--- src/rtl/puf_crp_engine.sv ---
// puf_crp_engine: UART-byte-protocol challenge/response sequencer for the XOR-PUF core.
// Parses 0x01/0x02 frames, drives chal_en/puf_start, returns status + response bytes.
module puf_crp_engine #(
  parameter int CLOCK_FRE      = 100000000,
  parameter int BAUD_RATE      = 9600,
  parameter int CHAL_BYTES     = 16,
  parameter int RESP_BYTES     = 16,
  parameter int SETTLE_CYCLES  = 16,
  parameter int TIMEOUT_CYCLES = 1000000
) (
  input  logic                      clk,
  input  logic                      rst_n,
  output logic                      en_16_x_baud,
  input  logic [7:0]                rx_data,
  input  logic                      rx_data_present,
  output logic                      rx_read,
  output logic [7:0]                tx_data,
  input  logic                      tx_full,
  output logic                      tx_write,
  output logic [CHAL_BYTES*8-1:0]   challenge,
  output logic                      chal_en,
  output logic                      puf_start,
  input  logic                      response_ready,
  input  logic [RESP_BYTES*8-1:0]   response,
  output logic                      busy
);
  localparam int P  = CLOCK_FRE / (BAUD_RATE * 16);
  localparam int BW = $clog2(P + 1);
  localparam int TW = $clog2(TIMEOUT_CYCLES + 1);
  localparam int SW = $clog2(SETTLE_CYCLES + 1);

  typedef enum logic [2:0] {IDLE, GET_CNT, GET_CHAL, SETTLE, START, WAIT, SEND_STAT, SEND_RESP} state_t;

  state_t                  state_q, state_d;
  logic [CHAL_BYTES*8-1:0] chal_q, chal_d;
  logic [RESP_BYTES*8-1:0] resp_q, resp_d;
  logic                    chal_en_q, chal_en_d;
  logic [8:0]              rep_q, rep_d;
  logic [5:0]              idx_q, idx_d;
  logic [SW-1:0]           set_q, set_d;
  logic [TW-1:0]           tmo_q, tmo_d;
  logic [7:0]              stat_q, stat_d;
  logic [BW-1:0]           baud_q;
  logic                    gap_q, take, send;

  always_ff @(posedge clk or negedge rst_n)
    if (!rst_n) begin
      state_q   <= IDLE;
      chal_q    <= '0;
      resp_q    <= '0;
      chal_en_q <= 1'b0;
      rep_q     <= '0;
      idx_q     <= '0;
      set_q     <= '0;
      tmo_q     <= '0;
      stat_q    <= '0;
      baud_q    <= '0;
      gap_q     <= 1'b1;
    end else begin
      state_q   <= state_d;
      chal_q    <= chal_d;
      resp_q    <= resp_d;
      chal_en_q <= chal_en_d;
      rep_q     <= rep_d;
      idx_q     <= idx_d;
      set_q     <= set_d;
      tmo_q     <= tmo_d;
      stat_q    <= stat_d;
      baud_q    <= (baud_q == BW'(P - 1)) ? '0 : baud_q + 1'b1;
      gap_q     <= rx_read;
    end

  always_comb begin
    // gap_q blocks a second pop while the FIFO empty flag catches up
    take         = (state_q == IDLE || state_q == GET_CNT || state_q == GET_CHAL) && rx_data_present && !gap_q;
    send         = (state_q == SEND_STAT || state_q == SEND_RESP) && !tx_full;
    rx_read      = take;
    tx_write     = send;
    tx_data      = state_q == SEND_STAT ? stat_q : state_q == SEND_RESP ? resp_q[{idx_q, 3'b000} +: 8] : 8'h00;
    puf_start    = state_q == START;
    busy         = state_q != IDLE;
    chal_en      = chal_en_q;
    challenge    = chal_q;
    en_16_x_baud = baud_q == BW'(P - 1);
    state_d      = state_q;
    chal_d       = chal_q;
    resp_d       = resp_q;
    chal_en_d    = chal_en_q;
    rep_d        = rep_q;
    idx_d        = idx_q;
    set_d        = set_q;
    tmo_d        = tmo_q;
    stat_d       = stat_q;
    case (state_q)
      IDLE: if (take) begin
        idx_d = '0;
        if (rx_data == 8'h01) begin
          rep_d   = 9'd1;
          state_d = GET_CHAL;
        end else if (rx_data == 8'h02) state_d = GET_CNT;
        else begin
          stat_d  = 8'h3F;
          state_d = SEND_STAT;
        end
      end
      GET_CNT: if (take) begin
        rep_d   = rx_data == 8'h00 ? 9'd256 : {1'b0, rx_data};
        state_d = GET_CHAL;
      end
      GET_CHAL: if (take) begin
        chal_d[{idx_q, 3'b000} +: 8] = rx_data;
        idx_d = idx_q + 1'b1;
        if (idx_q == 6'(CHAL_BYTES - 1)) begin
          chal_en_d = 1'b1;
          set_d     = '0;
          tmo_d     = '0;
          state_d   = SETTLE;
        end
      end
      SETTLE: begin
        tmo_d = tmo_q + 1'b1;
        set_d = response_ready ? '0 : set_q + 1'b1;
        if (!response_ready && set_q == SW'(SETTLE_CYCLES - 1)) state_d = START;
        else if (response_ready && tmo_q == TW'(TIMEOUT_CYCLES - 1)) begin
          stat_d  = 8'hEE;
          state_d = SEND_STAT;
        end
      end
      START: begin
        tmo_d   = '0;
        state_d = WAIT;
      end
      WAIT: begin
        tmo_d = tmo_q + 1'b1;
        if (response_ready) begin
          resp_d  = response;
          stat_d  = 8'hA5;
          state_d = SEND_STAT;
        end else if (tmo_q == TW'(TIMEOUT_CYCLES - 1)) begin
          stat_d  = 8'hEE;
          state_d = SEND_STAT;
        end
      end
      SEND_STAT: if (send) begin
        idx_d = '0;
        if (stat_q == 8'hA5) state_d = SEND_RESP;
        else begin
          chal_en_d = 1'b0;
          rep_d     = '0;
          state_d   = IDLE;
        end
      end
      SEND_RESP: if (send) begin
        idx_d = idx_q + 1'b1;
        if (idx_q == 6'(RESP_BYTES - 1)) begin
          idx_d = '0;
          rep_d = rep_q - 1'b1;
          if (rep_q > 9'd1) begin
            set_d   = '0;
            tmo_d   = '0;
            state_d = SETTLE;
          end else begin
            chal_en_d = 1'b0;
            state_d   = IDLE;
          end
        end
      end
      default: state_d = IDLE;
    endcase
  end
endmodule

--- config.mk ---
export PLATFORM = sky130hd
export DESIGN_NAME = puf_crp_engine
export DESIGN_NICKNAME = d
export VERILOG_FILES = /design/src/rtl/puf_crp_engine.sv
export SDC_FILE = /design/constraint.sdc
export NUM_CORES = 1
export LEC_CHECK = 0
export BUFFER_PORTS_ARGS = -buffer_cell sky130_fd_sc_hd__clkbuf_2
export CAP_MARGIN = 0
export CORE_ASPECT_RATIO = 1.4
export CORE_MARGIN = 2
export CORE_UTILIZATION = 50
export CTS_CLUSTER_DIAMETER = 200
export DETAILED_ROUTE_END_ITERATION = 10
export PLACE_DENSITY = 0.75
export SYNTH_ARGS = -nofsm -noshare
export SYNTH_HDL_FRONTEND = slang
export SYNTH_SLANG_ARGS = --single-unit
export TNS_END_PERCENT = 20
--- constraint.sdc ---
create_clock -name clk -period 2.8 [get_ports clk]
set_clock_uncertainty 0.2 [all_clocks]
set_input_delay 0.14 -clock clk [delete_from_list [all_inputs] [get_ports clk]]
set_output_delay 0.14 -clock clk [all_outputs]
set_load 0.005 [all_outputs]
== Word-level counts from Yosys, hierarchy flattened ==
Cells that the tools add are included.

* $add $sub $neg: 6
* $mul: 0
* Divide/modulo/power cells: 0
* Order comparisons: 1
* Eq/ne operators: 31
* Shift operators: 3
* Multiplexer cells: 64
* Bitwise logic cells: 0
* Reduce and logical (&&, ||, !) cells: 30

{| class="wikitable"
|+ Operators with widths
! operator !! count
|-
| $bwmux 128 || 1
|-
| $shift 8x11->128 const A || 1
|-
| $shiftx 128x10->8 || 1
|-
| $shiftx 8x11->128 || 1
|-
| $mux 20 || 5
|-
| $pmux 20 s4 || 1
|-
| $mux 8 || 9
|-
| $mux 9 || 8
|-
| $mux 3 || 14
|-
| $pmux 9 s4 || 1
|-
| $mux 5 || 6
|-
| $mux 6 || 5
|-
| $pmux 3 s8 || 1
|-
| $pmux 6 s4 || 1
|-
| $pmux 8 s3 || 1
|-
| $ne 2x2->1 const B || 11
|-
| $add 20x1->20 const B || 1
|-
| $eq 20x20->1 const B || 1
|-
| $reduce_and 8->1 || 2
|-
| $pmux 5 s3 || 1
|-
| $eq 3x3->1 const B || 4
|-
| $reduce_and 6->1 || 2
|-
| $reduce_bool 3->1 || 4
|-
| $reduce_bool 4->1 || 3
|-
| other kinds (30) || 50
|}

* Bits in registers: 319
* Latch bits: 0
* Memory bits (writable): 0
* Bits in read-only memories: 0
* Memories: 0

== Depth between registers and ports, before layout ==
* Depth in word-level cells: 7
* Gate-level depth with buffers: 9
* Mapped depth without buffers: 7

== Worst setup path after synthesis ==
No wires, ideal clock.

* Path type: register to register
* From: register idx_q[0]
* To: register chal_q[88], in the netlist challenge[88]
* Setup time: 125 ps
* Data arrival time: 2599 ps
* Data required time: 2475 ps
* Setup slack: -123 ps
* Stages on the path, launching flop included: 10
* Buffers on the path: 2
* Path through: dfrtp_1 buf_2 inv_1 ha_1 nor3b_1 a2111oi_2 and2_1 buf_2 nor3b_4 mux2_2

* Cells in the longest elaborated chain, start to end: 3
* Elaborated cells between the ends (all ways): 4
* Classes of those cells: 1 x add/sub; 2 x shift; 1 x mux

{| class="wikitable"
|+ RTL lines
! element !! RTL line !! source
|-
| start, declared || 39 || <nowiki>logic [5:0] idx_q, idx_d;</nowiki>
|-
| start signal, assigned || 65 || <nowiki>idx_q <= idx_d;</nowiki>
|-
| $neg 9->11 (*) || 111 || <nowiki>chal_d[{idx_q, 3'b000} +: 8] = rx_data;</nowiki>
|-
| $shiftx 8x11->128 / $shift 8x11->128 (equally long branches) || 111 ||
|-
| $bwmux 128 (*) || 111 ||
|-
| end signal, assigned || 61 || <nowiki>chal_q <= chal_d;</nowiki>
|-
| end, declared || 35 || <nowiki>logic [CHAL_BYTES*8-1:0] chal_q, chal_d;</nowiki>
|}

Mark *: on every way between the ends. The rest lies on a longest branch, timed or not.
A chain may end at the register's enable or synchronous reset.

== Final worst setup path ==
* From: register idx_q[0]
* To: output port tx_data[6]

* Cells in the longest elaborated chain, start to end: 3

{| class="wikitable"
|+ RTL lines
! element !! RTL line !! source
|-
| $shiftx 128x10->8 || 79 || <nowiki>tx_data = state_q == SEND_STAT ? stat_q : state_q == SEND_RESP ? resp_q[{idx_q, 3'b000} +: 8] : 8'h00;</nowiki>
|-
| $mux 8 (2 in series) || 79 ||
|-
| end, declared || 17 || <nowiki>output logic [7:0] tx_data,</nowiki>
|}

Every way passes these cells.

==> impl_metrics.ini <==
[status]
status = finished, violations left
violations = negative hold slack, negative setup slack

[yosys]
seq_area_frac_synth_pct = 53.8
yosysWarningCount = 0
synth_area_um2 = 14700
synth-seq-cells = 317
avgSynthCellArea_um2 = 12.9
yosysUniqueCellTypes = 70
synth_ff_type = dfrtp_1
postSynthCellCount = 1142
synth_edf_count = 0
synth_nets = 1292
synth-async-reset-ratio_pct = 100

[sta]
hold_viol = 4
min_period_ns = 2.96
finalCritPeriodShare_pct = 106
tightestPinTransition_ns = 0.820
rsz0062_at_grt = yes
setup_ws_ns = -0.162
max_freq_ghz = 0.338
setup_viol = 3
slew_viol_final = 0
relSlewSlack_pct = 44.8
timing.hold.ws_ns = -0.00567

[placed_design]
dp_hpwl_um = 26800
dpl.cell_count = 1797
place_area_um2 = 16900
place_ws_ns = 0.0483
io_buffers = 282
place_congestion = 0.877

[final_layout]
drive_above_1_share_pct = 44.1
syn_to_final_growth_pct = 33.4
seq_area_um2 = 7940
multi_input_area_um2 = 6580
num-fill-cells = 2072
final_area_um2 = 19700
final-instance-count-excl-fill = 2004
fin_nets = 1754

[clock_network]
clock_sinks = 317
cts_tree = done
numCtsBuffers = 34
htreeDepth = 2
cts_root_buf = clkbuf_16
clk_latency_ns = 0.51
clk_pin_slew_ns = 0.06
clockBufferDepth = 3

[drt]
vias = 11352
wl_um = 41800
wire_per_inst_um = 20.8
viasPerCell = 5.66
initialDrtViolationCount = 582
route.detailed.drc = 0
ant_nets = 0
drt_pass1_iterations = 5

[critical_path]
crit_top_cell = mux4_2
cp_data_required_time_ns = 2.46
critPathLaunchType = register
critPathTopFamily = multiplexers
critPathCaptureType = output pin
critPathBufInv = 3
rrSetupSlack_ns = 0.07
cp_slowest_stage_delay_ns = 0.56
reg2regPathDepth = 8
r2r-end = challenge[80]
crit_fanout = 7
r2r-start = idx_q[0]
worstPathArrival_ns = 2.62
cp_cell_sequence = buf_8 > buf_16 > mux4_2 > mux4_2 > a22o_1 > clkbuf_2
crit_slowest_cell = mux4_2
path_class = reg -> out

[floorplan]
core_um2 = 29100
die_height_um = 207
die_area_um2 = 30900
start_util_pct = 50.7
fp.dieW_um = 149
ioPinCount = 283
rows = 74

[power]
peakVddDrop_v = 0.000619
power.total_mw = 16.5
p_leak_nw = 9.54
power_density_nw_per_um2 = 840

[hold_path]
hold_class = in -> async

[global_route]
grt_max_degree = 87
grt_antenna_before_repair = 2
track_usage_pct = 27.2
grt_pass1_vias = 12185
grt.overflow.total = 0
grt_pass1_wl_um = 65700

[job]
cap_violations = 0
-- worst reg2reg max path, delay by kind of cell, from the launching register on --
| family | cells | cell delay, ns |
|---|---|---|
| buffers and inverters | 3 | 0.53 |
| and+or+nand+nor | 3 | 0.98 |
| AOI/OAI and AO/OA | 1 | 0.12 |
| DFF | 1 | 0.42 |
| muxes | 1 | 0.36 |
-- worst max-delay path by stage --
stage	from	endpoint	slack [ns]	cells after the start
detailed placement	idx_q[0]	challenge[67]	0.05	8
global placement	idx_q[0]	challenge[67]	0.11	8
global route	idx_q[0]	tx_data[6]	-0.22	6
floorplan	idx_q[0]	challenge[80]	0.02	8
finish	idx_q[0]	tx_data[6]	-0.16	6
CTS	idx_q[0]	tx_data[4]	-0.18	6
-- cell families after synthesis --
group / after synthesis / synth area share (%)
mux: 296 / 25.1
fa+ha+maj: 9 / 0.764
buf+inv: 87 / 2.47
flops: 317 / 53.8
simple gates: 276 / 10.5
xor+xnor: 16 / 0.950
compound gates: 141 / 6.42
-- repair_timing --
item / CTS / global route
gates resized for setup: 13 / 25
endpoints found under the hold margin: 440 / 0
hold buffers: 140 / 0
setup buffers: 5 / 3
pin swaps: 2 / 3
endpoints found under the setup margin: 8 / 118
gates cloned: 2 / 1
-- cell type report --
class	instances	share of cell area [%]
sequential	317	40.3
multi-input combinational	738	33.5
timing repair buffer	487	17.8
clock buffer	45	5.00
tap	380	2.42
inverter	26	0.496
clock inverter	9	0.407
antenna	2	0.0254
-- power by group --
part,leakage [nW],internal (mW),switching (mW)
sequential,4.12,5.77,0.820
clock,0.528,2.55,1.76
combinational,4.90,2.86,2.76
-- layer usage --
metal  vias to the layer above  wire length [um]  track usage [%]  share of wire, %
li1                       5104                 -                -                 -
met1                      5700             15300             30.8                37
met2                       439             22200             49.1                53
met3                       109              2450             5.44               5.9
met4                         0              1850             11.6               4.4
met5                         -                 0                0                 0
-- state kept, by name, summed over array words and instances (netlist names), 5 cells and up --
signal / cells
baud_q: 10
rep_q: 9
idx_q: 6
set_q: 5
tmo_q: 20
challenge: 128
resp_q: 128
stat_q: 6
-- metrics by stage --
stage	setup TNS [ns]	utilization [%]	hold slack (ns)
2_1_floorplan	0	-	-0.356
3_3_place_gp	0	58.1	-0.0282
4_1_cts	-0.352	67.1	0.0312
6_report	-0.376	67.7	-0.00567
3_5_place_dp	0	58.1	-0.0206
5_1_grt	-0.740	67.7	0.0490
-- cells in the mapped netlist, types with 10 or more instances --
cell | number | area [um^2]
nand3_1 | 23 | 115
o21ai_0 | 34 | 170
dfrtp_1 | 316 | 7910
a31oi_1 | 16 | 100
and3_1 | 33 | 206
nor3_1 | 11 | 55.1
mux4_2 | 34 | 766
a21oi_1 | 22 | 110
nor2_1 | 47 | 176
mux2_2 | 249 | 2800
buf_2 | 30 | 150
a22o_1 | 10 | 87.6
and2_1 | 28 | 175
inv_1 | 25 | 93.8
nand2_1 | 68 | 255
clkbuf_1 | 29 | 109
xnor2_1 | 10 | 87.6
-- cell usage in the layout, fill, tap and decap left out, types with 5 or more instances in the layout --
cell	instances
clkbuf_2	279
buf_4	50
nor2_1	45
clkbuf_16	36
nand2_1	66
clkinv_2	5
o211ai_1	7
ha_1	9
xnor2_1	10
nand4_1	8
dfrtp_1	314
a21oi_1	22
o21ai_0	33
mux4_2	34
and2_1	27
mux2i_1	5
mux2_2	249
buf_12	8
nor2b_1	5
a31oi_1	16
dlygate4sd3_1	140
and3_1	32
xor2_1	6
a21o_1	5
nand2b_1	7
nor3_1	9
inv_1	25
clkbuf_8	7
a22o_1	10
nor4b_1	5
nand3_1	20
o22ai_1	5
nor3b_1	7
Power figures use the tool's default switching activity.
